`config.mk`:
```
export PLATFORM = sky130hd
export DESIGN_NAME = hazard_unit_mc
export DESIGN_NICKNAME = d
export VERILOG_FILES = /design/src/rtl/hazard_unit_mc.sv
export SDC_FILE = /design/constraint.sdc
export NUM_CORES = 1
export LEC_CHECK = 0
export ABC_CLOCK_PERIOD_IN_PS = 4100
export CORE_MARGIN = 2
export CORE_UTILIZATION = 49
export DETAILED_ROUTE_END_ITERATION = 8
export HOLD_SLACK_MARGIN = 0.02
export PLACE_DENSITY = 0.82
export SYNTH_ARGS = -nofsm -noshare
export SYNTH_HDL_FRONTEND = slang
export SYNTH_SLANG_ARGS = --single-unit
```
`constraint.sdc`:
```
create_clock -name clk -period 4.1 [get_ports clk]
set_input_delay 0.615 -clock clk [delete_from_list [all_inputs] [get_ports clk]]
set_output_delay 0.615 -clock clk [all_outputs]
set_load 0.1 [all_outputs]
```
`src/rtl/hazard_unit_mc.sv`:
```
//==============================================================================
// Module   : hazard_unit_mc
// Purpose  : Stateful hazard unit for the 5-stage core. EX forwarding, branch
//            flushing, multi-cycle load-use stalls, a mul/div register
//            scoreboard (RAW/WAW/structural) and a saturating stall counter.
// Revision : 1.0 - initial release
//==============================================================================
`default_nettype none

module hazard_unit_mc #(
    parameter int AW              = 5,
    parameter int LOAD_USE_CYCLES = 1,
    parameter int CNT_W           = 16,
    localparam int NUM_REGS       = 2**AW
) (
    input  logic                clk,
    input  logic                rst_n,
    input  logic [AW-1:0]       Rs1D,
    input  logic [AW-1:0]       Rs2D,
    input  logic [AW-1:0]       RdD,
    input  logic                RegWriteD,
    input  logic                MdOpD,
    input  logic [AW-1:0]       Rs1E,
    input  logic [AW-1:0]       Rs2E,
    input  logic [AW-1:0]       RdE,
    input  logic                RegWriteE,
    input  logic [1:0]          ResultSrcE,
    input  logic                PCSRCE,
    input  logic                MdStartE,
    input  logic                MdBusy,
    input  logic                MdDone,
    input  logic [AW-1:0]       MdRd,
    input  logic [AW-1:0]       RdM,
    input  logic [AW-1:0]       RdW,
    input  logic                RegWriteM,
    input  logic                RegWriteW,
    output logic                StallF,
    output logic                StallD,
    output logic                FlushD,
    output logic                FlushE,
    output logic [1:0]          Forward_AE,
    output logic [1:0]          Forward_BE,
    output logic [NUM_REGS-1:0] Pending,
    output logic [CNT_W-1:0]    StallCycles
);

    localparam logic [0:0] S_IDLE   = 1'b0;
    localparam logic [0:0] S_LSTALL = 1'b1;

    localparam logic [1:0] FWD_RF = 2'b00;
    localparam logic [1:0] FWD_M  = 2'b10;
    localparam logic [1:0] FWD_W  = 2'b01;

    localparam logic [2:0]       LSTALL_INIT = 3'(LOAD_USE_CYCLES - 1);
    localparam logic [CNT_W-1:0] CNT_MAX     = {CNT_W{1'b1}};

    logic [0:0]          state, state_nxt;
    logic [2:0]          cnt, cnt_nxt;
    logic [NUM_REGS-1:0] sb_set, sb_clr, eff_pending;
    logic                load_detect, load_stall;
    logic                raw_stall, waw_stall, struct_stall, any_stall;
    logic [1:0]          fwd_a, fwd_b;

    // Scoreboard set/clear masks; register 0 can never become pending
    always_comb begin
        sb_set = '0;
        sb_clr = '0;
        if (MdStartE && (RdE != '0))
            sb_set[RdE] = 1'b1;
        if (MdDone)
            sb_clr[MdRd] = 1'b1;
    end

    // Write-through regfile: a completing register is already readable in D
    assign eff_pending = Pending & ~sb_clr;

    // Scoreboard register; a same-cycle set beats the clear
    always_ff @(posedge clk or negedge rst_n) begin
        if (!rst_n)
            Pending <= '0;
        else
            Pending <= (Pending & ~sb_clr) | sb_set;
    end

    assign load_detect = (ResultSrcE == 2'b01) && RegWriteE && (RdE != '0) &&
                         ((Rs1D == RdE) || (Rs2D == RdE));

    // Load FSM state register
    always_ff @(posedge clk or negedge rst_n) begin
        if (!rst_n) begin
            state <= S_IDLE;
            cnt   <= 3'd0;
        end else begin
            state <= state_nxt;
            cnt   <= cnt_nxt;
        end
    end

    // Load FSM next state; a taken branch flushes the load, so never stay stalled
    always_comb begin
        state_nxt = state;
        cnt_nxt   = cnt;
        case (state)
            S_IDLE: begin
                if (load_detect && !PCSRCE && (LOAD_USE_CYCLES > 1)) begin
                    state_nxt = S_LSTALL;
                    cnt_nxt   = LSTALL_INIT;
                end
            end
            S_LSTALL: begin
                if (PCSRCE || (cnt == 3'd1)) begin
                    state_nxt = S_IDLE;
                    cnt_nxt   = 3'd0;
                end else begin
                    cnt_nxt = cnt - 3'd1;
                end
            end
            default: begin
                state_nxt = S_IDLE;
                cnt_nxt   = 3'd0;
            end
        endcase
    end

    // Load FSM output: stall on first detection and throughout LSTALL
    always_comb begin
        load_stall = 1'b0;
        case (state)
            S_IDLE:   load_stall = load_detect;
            S_LSTALL: load_stall = 1'b1;
            default:  load_stall = 1'b0;
        endcase
    end

    assign raw_stall = eff_pending[Rs1D] || eff_pending[Rs2D] ||
                       (MdStartE && (RdE != '0) && ((Rs1D == RdE) || (Rs2D == RdE)));
    assign waw_stall    = RegWriteD && (RdD != '0) && eff_pending[RdD];
    assign struct_stall = MdOpD && (MdBusy || MdStartE);
    assign any_stall    = load_stall || raw_stall || waw_stall || struct_stall;

    // Forwarding select; the younger M-stage result wins over W
    always_comb begin
        fwd_a = FWD_RF;
        fwd_b = FWD_RF;
        if (RegWriteM && (Rs1E != '0) && (Rs1E == RdM))      fwd_a = FWD_M;
        else if (RegWriteW && (Rs1E != '0) && (Rs1E == RdW)) fwd_a = FWD_W;
        if (RegWriteM && (Rs2E != '0) && (Rs2E == RdM))      fwd_b = FWD_M;
        else if (RegWriteW && (Rs2E != '0) && (Rs2E == RdW)) fwd_b = FWD_W;
    end

    // Control outputs; a taken branch overrides every stall, reset forces all low
    always_comb begin
        StallF     = rst_n && any_stall && !PCSRCE;
        StallD     = rst_n && any_stall && !PCSRCE;
        FlushD     = rst_n && PCSRCE;
        FlushE     = rst_n && (any_stall || PCSRCE);
        Forward_AE = rst_n ? fwd_a : FWD_RF;
        Forward_BE = rst_n ? fwd_b : FWD_RF;
    end

    // Saturating count of decode-stall cycles
    always_ff @(posedge clk or negedge rst_n) begin
        if (!rst_n)
            StallCycles <= '0;
        else if (StallD && (StallCycles != CNT_MAX))
            StallCycles <= StallCycles + 1'b1;
    end

endmodule

`default_nettype wire

```
## After elaboration in Yosys (flattened, before gate mapping)

Cells that the tools add are included.

| cells by class | value |
|---|---|
| multiplexer cells | 22 |
| add/subtract/negate cells | 2 |
| bitwise gates (word level) | 4 |
| $lt $le $gt $ge | 7 |
| reductions and logical operators | 37 |
| eq/ne operators | 9 |

Operators by type and width:

| kind | number |
|---|---|
| $mux W32 | 2 |
| $and A32 B32 Y32 | 1 |
| $not A32 Y32 | 1 |
| $or A32 B32 Y32 | 1 |
| $eq A5 B5 Y1 | 6 |
| $lt A5 B6 Y1 const B | 5 |
| $logic_and A1 B1 Y1 | 23 |
| $reduce_bool A5 Y1 | 4 |
| $add A16 B1 Y16 const B | 1 |
| $ne A16 B16 Y1 const B | 1 |
| $bmux W1 S5 | 3 |
| $demux W1 S5 | 2 |
| $ge A5 B1 Y1 const B | 2 |
| $logic_or A1 B1 Y1 | 9 |
| $mux W1 | 9 |
| $mux W2 | 4 |
| $eq A3 B1 Y1 const B | 1 |
| $mux W3 | 1 |
| $sub A3 B1 Y3 const B | 1 |
| $eq A2 B1 Y1 const B | 1 |
| $pmux W1 S2 | 1 |
| $logic_not A1 Y1 | 1 |
| $not A1 Y1 | 1 |

| word-level totals | value |
|---|---|
| output and inout bits | 56 |
| bits in registers | 52 |
| input bits | 58 |
| word-level logic and storage cells | 85 |

## Logic depth before layout (Yosys ltp)

Gate-level depths: netlist of the first run.

| logic depth | value |
|---|---|
| depth after elaboration | 17 |
| depth in mapped cells | 12 |
| mapped depth without buffers | 9 |

## Least setup slack after synthesis of the first run

No wires, ideal clock.

| timing path | value |
|---|---|
| kind | input -> output |
| from | input Rs1E[1] |
| to | output Forward_AE[0] |
| path buffers | 0 |
| path slack | -0.738 ns |
| data arrival time | 4.223 ns |
| stages on the path | 4 |
| path through | or4_1 -> nor2_1 -> nor4_1 -> nor4_1 |

| on the way | value |
|---|---|
| word-level cells in the longest chain between the ends | 6 |
| elaborated cells on any way between the ends | 10 |
| classes of those cells | 2 x eq/ne; 3 x mux; 5 x reduce/logical |

Ends and longest elaborated chain:

| element | RTL line | RTL |
|---|---|---|
| start, declared | 23 | `input logic [AW-1:0] Rs1E,` |
| $reduce_bool A5 Y1 | 145, 146 |  |
| $logic_and A1 B1 Y1 (2 in a row) | 146 | `else if (RegWriteW && (Rs1E != '0) && (Rs1E == RdW)) fwd_a = FWD_W;` |
| $mux W1 | 146 |  |
| $mux W2 * | 145 | `if (RegWriteM && (Rs1E != '0) && (Rs1E == RdM)) fwd_a = FWD_M;` |
| $mux W2 * | 157 | `Forward_AE = rst_n ? fwd_a : FWD_RF;` |
| end, declared | 41 | `output logic [1:0] Forward_AE,` |

Every way passes the cells marked *; elsewhere a longest branch is shown, timed or not.

## Final worst setup path of the first run

| timing path | value |
|---|---|
| from | input MdRd[4] |
| to | output StallF |

| on the way | value |
|---|---|
| word-level cells in the longest chain between the ends | 16 |
| elaborated cells on any way between the ends | 22 |
| classes of those cells | 2 x order compare; 9 x mux; 2 x bitwise; 9 x reduce/logical |

Ends and longest elaborated chain:

| element | RTL line | RTL |
|---|---|---|
| start, declared | 32 | `input logic [AW-1:0] MdRd,` |
| $lt A5 B6 Y1 (implied by the code) or $ge A5 B1 Y1 (tied branches) | 71 | `sb_clr[MdRd] = 1'b1;` |
| $logic_and A1 B1 Y1 (implied by the code) | 71 |  |
| $mux W1 (implied by the code) | 71 |  |
| $demux W1 S5 * | 71 |  |
| $mux W32 * | 70 | `if (MdDone)` |
| $not A32 Y32 * | 75 | `assign eff_pending = Pending & ~sb_clr;` |
| $and A32 B32 Y32 * | 75 |  |
| $bmux W1 S5 | 135 | `assign raw_stall = eff_pending[Rs1D] \|\| eff_pending[Rs2D] \|\|` |
| $mux W1 (implied by the code) | 135 |  |
| $logic_or A1 B1 Y1 (2 in a row) | 135 |  |
| $logic_or A1 B1 Y1 | 139 | `assign any_stall = load_stall \|\| raw_stall \|\| waw_stall \|\| struct_stall;` |
| $logic_or A1 B1 Y1 * (2 in a row) | 139 |  |
| $logic_and A1 B1 Y1 * (2 in a row) | 153 | `StallF = rst_n && any_stall && !PCSRCE;` |
| end, declared | 37 | `output logic StallF,` |

Every way passes the cells marked *; elsewhere a longest branch is shown, timed or not. The select of a mux whose other input is x is not followed.

==> results by stage, run 1 <==
Place:
- The number of buffers inserted by port buffering is between 100 and 150.
- The global placement routability congestion is 1.066.
- The half-perimeter wire length after detailed placement is between 10 and 15 mm.
- In this run, placement finished with an instance count of between 700 and 800.

Min path:
- In this run the worst hold path is classified as input pin to async pin.

Clocking:
- The later pin in the worst-skew pair is clocked with a latency of ~0.32 ns.
- The hold buffer count at CTS is 0.
- The clock root buffer is clkbuf_8.
- In this run the deepest clock path goes through 2 buffers.
- The maximum level of the CTS H-tree is 2.
- The number of setup buffers added after CTS is 0.
- The clock tree from TritonCTS is yes.
- The register clock-pin slew on the reported worst setup and hold paths is 0.11 ns.
- The tree built by TritonCTS fans out to between 50 and 60 sinks.
- Counting the buffers created by CTS gives 5.

Synthesis:
- The most used flip-flop cell after synthesis is dfrtp_1.
- The summed instance area of the synthesized netlist is about 4100 um2.
- The post-synthesis area per instance is between 8 and 9 um2.
- The share of the Yosys chip area taken by registers is 0.3190.
- Synthesis instantiated 65 different standard cells from the library.
- In the synthesized netlist, the number of instances is between 400 and 500.
- The post-synthesis net count is roughly 540.
- The count of flip-flops with a built-in enable after synthesis is 0.
- The count of yosys warnings during synthesis is 0.
- The fraction of registers with async set or reset after synthesis is 1.000.
- The synthesized flop and latch total is 52.

Routing:
- The number of design rule violations left after detail routing is 0.
- For this block, the initial DRC count from the detailed router was about 440.
- The routed wire length is ~16 mm.
- The detail route stage leaves a number of antenna-violating nets equal to 0.
- The first detailed-routing pass took 8 iterations.
- The routed wire length per instance is between 20 and 25 um.
- Summing over every cut layer, the via total after detailed routing is approximately 4800.
- Dividing the detail-routed via count by the number of cells gives between 6 and 7.

Setup path:
- The kind of end point of the critical path is an output pin.
- The maximum cell stage delay along the critical path is ~0.52 ns.
- The most frequent cell on the critical path is buf_4.
- The required time at the endpoint of the critical path is 3.48 ns.
- The slowest stage of the critical path belongs to the cell nor4b_1.
- The critical path is of the input pin to output pin type.
- Of all nets on the critical path, the largest fanout is 5.
- Data on the critical path arrives at its endpoint at 3.37 ns.
- The critical path goes through clkdlybuf4s50_1 -> buf_4 -> nand4b_1 -> o21ai_1 -> buf_4 -> o2111ai_1 -> o311ai_2 -> nor4b_1 -> nor4_4 -> nand3_2 -> and2_2 -> buf_12.
- The kind of launch point of the worst setup path is an input pin.
- The slack of the worst reg-to-reg path is ~1.3 ns.

Global route:
- The via count of the first global-routing pass is 4766.
- The first global-routing pass estimated around 25 mm of wire.
- The number of antenna violations at the first check in global routing is 0.
- Global routing finished with a remaining overflow of 0.
- Across every metal layer, demand over resource in global routing totals 0.3592.
- The maximum number of pins on one net before global-route repair is 35.

STA:
- The final cycle utilization of the critical path is 0.9711.
- The max-slew violation count is 0.
- For the pin with the worst max-slew slack, the measured transition is 0.9902 ns.
- Subtracting the final worst setup slack from the clock period gives between 3 and 4 ns.
- The number of hold-slack violations in the final timing report is 0.
- The maximum achievable frequency is ~0.25 GHz.
- The final setup violation count is 0.
- Clock skew on the completed layout was measured at around 0.014 ns.
- In this run the tightest slew margin relative to its limit is 0.3378.
- The tightest hold path in the finished design has a slack of 0.3551 ns.

Power:
- After layout, the design draws a total of between 2 and 3 mW.
- In this run the power density over the cells is about 450 nW/um2.
- The leakage power of the design is around 2.3 nW.
- The maximum VDD drop is ~0.38 mV.

Flow run:
- The max-cap check violation count is 0.

Die:
- The initial cell density of the core is 0.5015.
- The height of the chip is ~95 um.
- The initialized floorplan defines 33 standard-cell rows.
- The number of primary I/O pins is 114.
- The die is about 95 um wide.
- The area of the die is about 9000 um2.
- The standard cell core area is 8134 um2.

Layout:
- The area added between synthesis and finish is 42.15%.
- The fraction of layout cells with a size suffix above 1 is 0.1597.
- For this run, the number of standard cells in the final layout without fillers is 725.
- At the end of the flow the core is filled with cells to 0.7128.
- Leaving out fill and tap cells, the most frequent cell in the layout is clkdlybuf4s50_1.
- In the layout the commonest cells are clkdlybuf4s50_1 (102), o21ai_0 (69), buf_4 (53), dfrtp_1 (52), xnor2_1 (34).
- For this run, the post-layout net count is 680.
- The number of diodes added for antenna fixing is 0.

Run status:
- The run finished with clean final reports.
## critical path, delay by kind of cell
kind,cells,cell delay (ns)
AO/OA/AOI/OAI,3,0.50
AND/OR/NAND/NOR,5,1.20
buffers and inverters,4,1.05
## flip-flops by register name, indices dropped and copies added (netlist names)
name / flops
Pending: 32
state: 1
StallCycles: 16
cnt: 3
## cell families after synthesis
family	synth area share
flip-flops	0.3190
AO/OA/AOI/OAI	0.2169
AND/OR/NAND/NOR	0.2328
adder cells (fa/ha/maj)	0.009203
buffers and inverters	0.04632
multiplexers	0.07699
XOR/XNOR	0.09877
## cells in the mapped netlist (all sizes together) (3+ instances only)
cell type,instances,share of area
o21ai,79,0.097
dfrtp,52,0.32
xnor2,34,0.073
nand2,23,0.021
clkbuf,22,0.020
nor3,22,0.027
nor2,21,0.019
mux2i,19,0.047
nand3,16,0.020
nand4,15,0.025
and3,12,0.018
xor2,12,0.026
buf,11,0.015
inv,11,0.010
mux2,9,0.025
a21oi,8,0.0098
nand3b,8,0.015
o211ai,8,0.015
nor4,7,0.012
a31oi,6,0.011
nand2b,6,0.0092
nor2b,6,0.0092
o22ai,6,0.0092
o311ai,6,0.013
o2111ai,5,0.011
a22oi,4,0.0074
and2,4,0.0061
a211oi,3,0.0055
a311oi,3,0.0064
and4,3,0.0064
ha,3,0.0092
nand4b,3,0.0064
nand4bb,3,0.0083
or3b,3,0.0064
## per-layer routing
layer  wire (um)  part of all wire  track usage
met5           0                 0            0
met4         726             0.046       0.1763
met3        1581              0.10      0.06482
met2        7623              0.48       0.6092
met1        5931              0.37       0.4377
## worst paths after layout
| check | cells after the start | from | end |
|---|---|---|---|
| min in group clk | 1 | cnt[2] | cnt[2] |
| worst min-delay path | 1 | rst_n | StallCycles[3] |
| max in group asynchronous | 2 | rst_n | Pending[3] |
| worst min register to register | 1 | cnt[2] | cnt[2] |
| worst max register to register | 10 | Pending[5] | StallCycles[1] |
| worst max-delay path | 12 | MdRd[4] | StallF |
## power breakdown
| group | leakage, nW | internal, mW | switching (mW) |
|---|---|---|---|
| Combinational | 1.58 | 0.446 | 1.11 |
| Sequential | 0.654 | 0.608 | 0.114 |
| Clock | 0.0491 | 0.126 | 0.195 |
| Total | 2.29 | 1.18 | 1.41 |
## layout make-up
type / instances / area (um2)
Clock buffer: 5 / 68.82
Sequential cell: 52 / 1301
Timing Repair Buffer: 164 / 1565
Inverter: 12 / 45.04
Tap cell: 105 / 131.4
Multi-Input combinational cell: 384 / 2660
Fill cell: 678 / 2336
Clock inverter: 3 / 26.28
## through the flow
step	setup TNS [ns]	instance area (um2)	setup WS (ns)
final	0	5798	0.1185
after global routing	-0.07699	5798	-0.03865
after CTS	0	5738	0.05258
after detailed placement	-0.2955	5637	-0.1070
after global placement	-0.07633	5637	-0.02883
after floorplan	0	4085	0.1053
## repair_timing
action	4_1_cts	5_1_grt
endpoints found under the setup margin	3	3
pin swaps	0	2
resized for setup	3	18
hold endpoints to repair	0	0
No activity file was read; power rests on OpenSTA's default activity.
==> run 2, diff against run 1 <==
Settings changed: GPL_ROUTABILITY_DRIVEN from default to 0, TNS_END_PERCENT from default to 1.
==> results by stage, run 2 (synthesis results as in run 1) <==
Setup path:
- The cell that appears most often on the critical path is nand3_1.
- The count of buffering cells on the critical path with inverters included is 4.
- The worst-case reg-to-reg path depth is 10.
- The largest single stage delay on the critical path is about 0.44 ns.
- Broken down by cell family, the worst path's largest delay share belongs to simple AND/OR/NAND/NOR gates.
- The arrival time reported for the critical path endpoint is ~3.4 ns.
- The kind of launch point of the worst setup path is an input pin.
- Of all nets on the critical path, the largest fanout is 8.
- Traced cell by cell, the critical path runs through clkdlybuf4s50_1 -> buf_4 -> nand4bb_1 -> o21ai_0 -> buf_4 -> nand3_1 -> nand3_1 -> o22ai_1 -> nor4_2 -> nand3_1 -> and2_1 -> buf_12.
- Data on the critical path is required at its endpoint by ~3.5 ns.
- The slowest stage of the critical path is the nand4bb_1 cell.
- For flop-to-flop paths, the worst setup slack is 1.39 ns.
- In this run the critical register-to-register path is captured at StallCycles[1].
- The kind of end point of the critical path is an output pin.
- The worst register-to-register path begins at Pending[0].
- The launching instance or port of the critical path is MdRd[3].
- The type of the worst setup path is input pin to output pin.

STA:
- The number of hold-slack violations in the final timing report was 0.
- Setup repair after global routing left no endpoint under its margin.
- Clock skew on the completed layout was measured at 0.01616 ns.
- The final total negative setup slack is 0 ns.
- The max-slew violation count is 0.
- In the finished design, the share of the clock period the worst path needs comes to 0.9774.
- The worst slew margin relative to its limit is 0.3417.
- The post-route minimum period is roughly 4 ns.
- The worst-margin pin slew is 0.9844 ns.
- Setup violations remaining at the end of the flow were counted as 0.
- The slack of the critical path is just over 0.09 ns.
- Timing would allow up to 0.2496 GHz.
- The final-layout worst hold slack is between 0.2 and 0.3 ns.

Global route:
- The final global-route overflow total is 0.
- The via count of the first global-routing pass is 4575.
- The maximum number of pins on one net before global-route repair is 24.
- The number of antenna violations at the first check in global routing is 0.
- The wire length of the first global-routing pass is around 22 mm.
- The total global-route track usage is 0.3145.

Clocking:
- The cell sitting at the root of the clock tree is a clkbuf_8.
- For the worst-skew pair, the clock arrives at the later sink with an insertion delay of approximately 0.32 ns.
- Clock-pin slew was measured on the worst setup and hold paths at approximately 0.10 ns.
- The clock tree from TritonCTS is yes.
- No sink is reached through more buffers than the 2 on the longest clock path.
- Counting the buffers created by CTS gives 5.
- The clock sink total is 52.
- The maximum level of the CTS H-tree is 2.

Layout:
- The number of diodes added for antenna fixing is 0.
- Of the cells placed in the final design, the portion with a size suffix greater than 1 is 0.1391.
- The largest registers in the layout are Pending (32), StallCycles (16), cnt (3).
- Summing all non-filler instances in the final layout gives an area of between 5000 and 6000 um2.
- The flip-flop count of the largest register, all copies and words added is 32.
- The register with the most flip-flops in the final layout is Pending.
- The number of inserted filler cells in the final layout is 650.
- Leaving out fill and tap cells, the most frequent cell in the layout is clkdlybuf4s50_1.
- The area added between synthesis and finish is 39.17%.
- The library cells used most frequently in the layout, excluding fill and tap cells, are clkdlybuf4s50_1 (102), o21ai_0 (72), dfrtp_1 (52), buf_4 (46), xnor2_1 (34).
- The filler-free cell count of the finished design is between 700 and 800.
- The number of nets at the end of the flow is ~670.
- The utilization after layout is 0.6979.

Die:
- The number of primary I/O pins is 114.
- The die width is around 95 um.
- For this configuration, the core starts out at a cell density of 0.5015.
- Row generation in the floorplan step produced 33 rows.
- The height of the chip is approximately 95 um.
- The die covers between 9000 and 10000 um2.
- The core region is slightly above 8000 um2.

Routing:
- The detailed router finished its first iteration with around 760 violations.
- For this run, design rule violations remaining after detail routing come to 0.
- The routed wire length per instance is approximately 20 um.
- Across all layers, the routed design uses 4758 vias.
- The first-pass detailed-route iteration total is 7.
- In the routed layout, each cell is associated on average with a via count of approximately 6.6.
- The count of antenna-violating nets left after detailed routing is 0.
- For this block, the routed nets add up to 14.40 mm of wire.

Place:
- The placed cell count is between 700 and 800.
- The count of buffers added on input and output ports is around 110.
- In this run the cell area measured after placement is 5537 um2.
- Detailed placement ended at an HPWL of roughly 11 mm.
- The pre-CTS setup slack is -0.002391 ns.

Power:
- The maximum VDD drop is roughly 0.37 mV.
- The power per cell area is roughly 450 nW/um2.
- The total power draw is roughly 2.5 mW.
- The leakage power of the design is between 2 and 2.5 nW.

Min path:
- The class of the worst hold path is input pin to async pin.

Run status:
- The flow ran to the end, and the final reports show no timing, DRC or antenna violations.

Flow run:
- The max-cap check violation count is 0.
[run 2: changes by cell type in the layout (fill, tap and decap cells not counted), sizes merged]
cell	change
dlymetal6s2s	+1
clkinvlp	+1
buf	-9
dlygate4sd2	-1
clkinv	-1
[run 2: layer usage]
layer	wire (um)	vias up	share of wire	global-route usage
met4	781	0	0.054	0.1558
met2	6685	388	0.46	0.5211
met5	0	-	0	0
met3	1729	95	0.12	0.07352
met1	5204	2210	0.36	0.3827
li1	-	2065	-	-
[run 2: where the power goes]
group          leakage, nW  internal (mW)  switching [mW]
sequential           0.654          0.608           0.109
clock               0.0452          0.125           0.189
combinational         1.53          0.426            1.08
total                 2.23           1.16            1.38
[run 2: area by class of cell]
type	instances	area, um2	share of cell area
inverters	12	45.04	0.007935
flip-flops and latches	52	1301	0.2292
repair buffers	155	1476	0.2601
clock inverters	3	25.02	0.004408
multi-input cells	384	2629	0.4631
well taps	105	131.4	0.02314
clock buffers	5	68.82	0.01212
[run 2: what timing repair did]
action                                  CTS  global route
endpoints found under the setup margin    0             3
setup buffers                             0             1
hold buffers                              0             0
resized for setup                         0            13
[run 2: worst max path at each step]
stage / slack [ns] / to / cells past startpoint
after floorplan: 0.11 / StallF / 10
after global placement: 0.11 / StallD / 9
after detailed placement: -0.002 / StallD / 10
after CTS: 0.003 / StallD / 10
after global routing: 0.002 / StallD / 11
final: 0.09 / StallD / 12
[run 2: worst reg2reg max path, delay by kind of cell (launching register included)]
kind | cells | cell delay, ns
flops | 1 | 0.47
mux | 3 | 0.65
buf+inv | 2 | 0.36
compound gates | 3 | 0.68
simple gates | 2 | 0.45
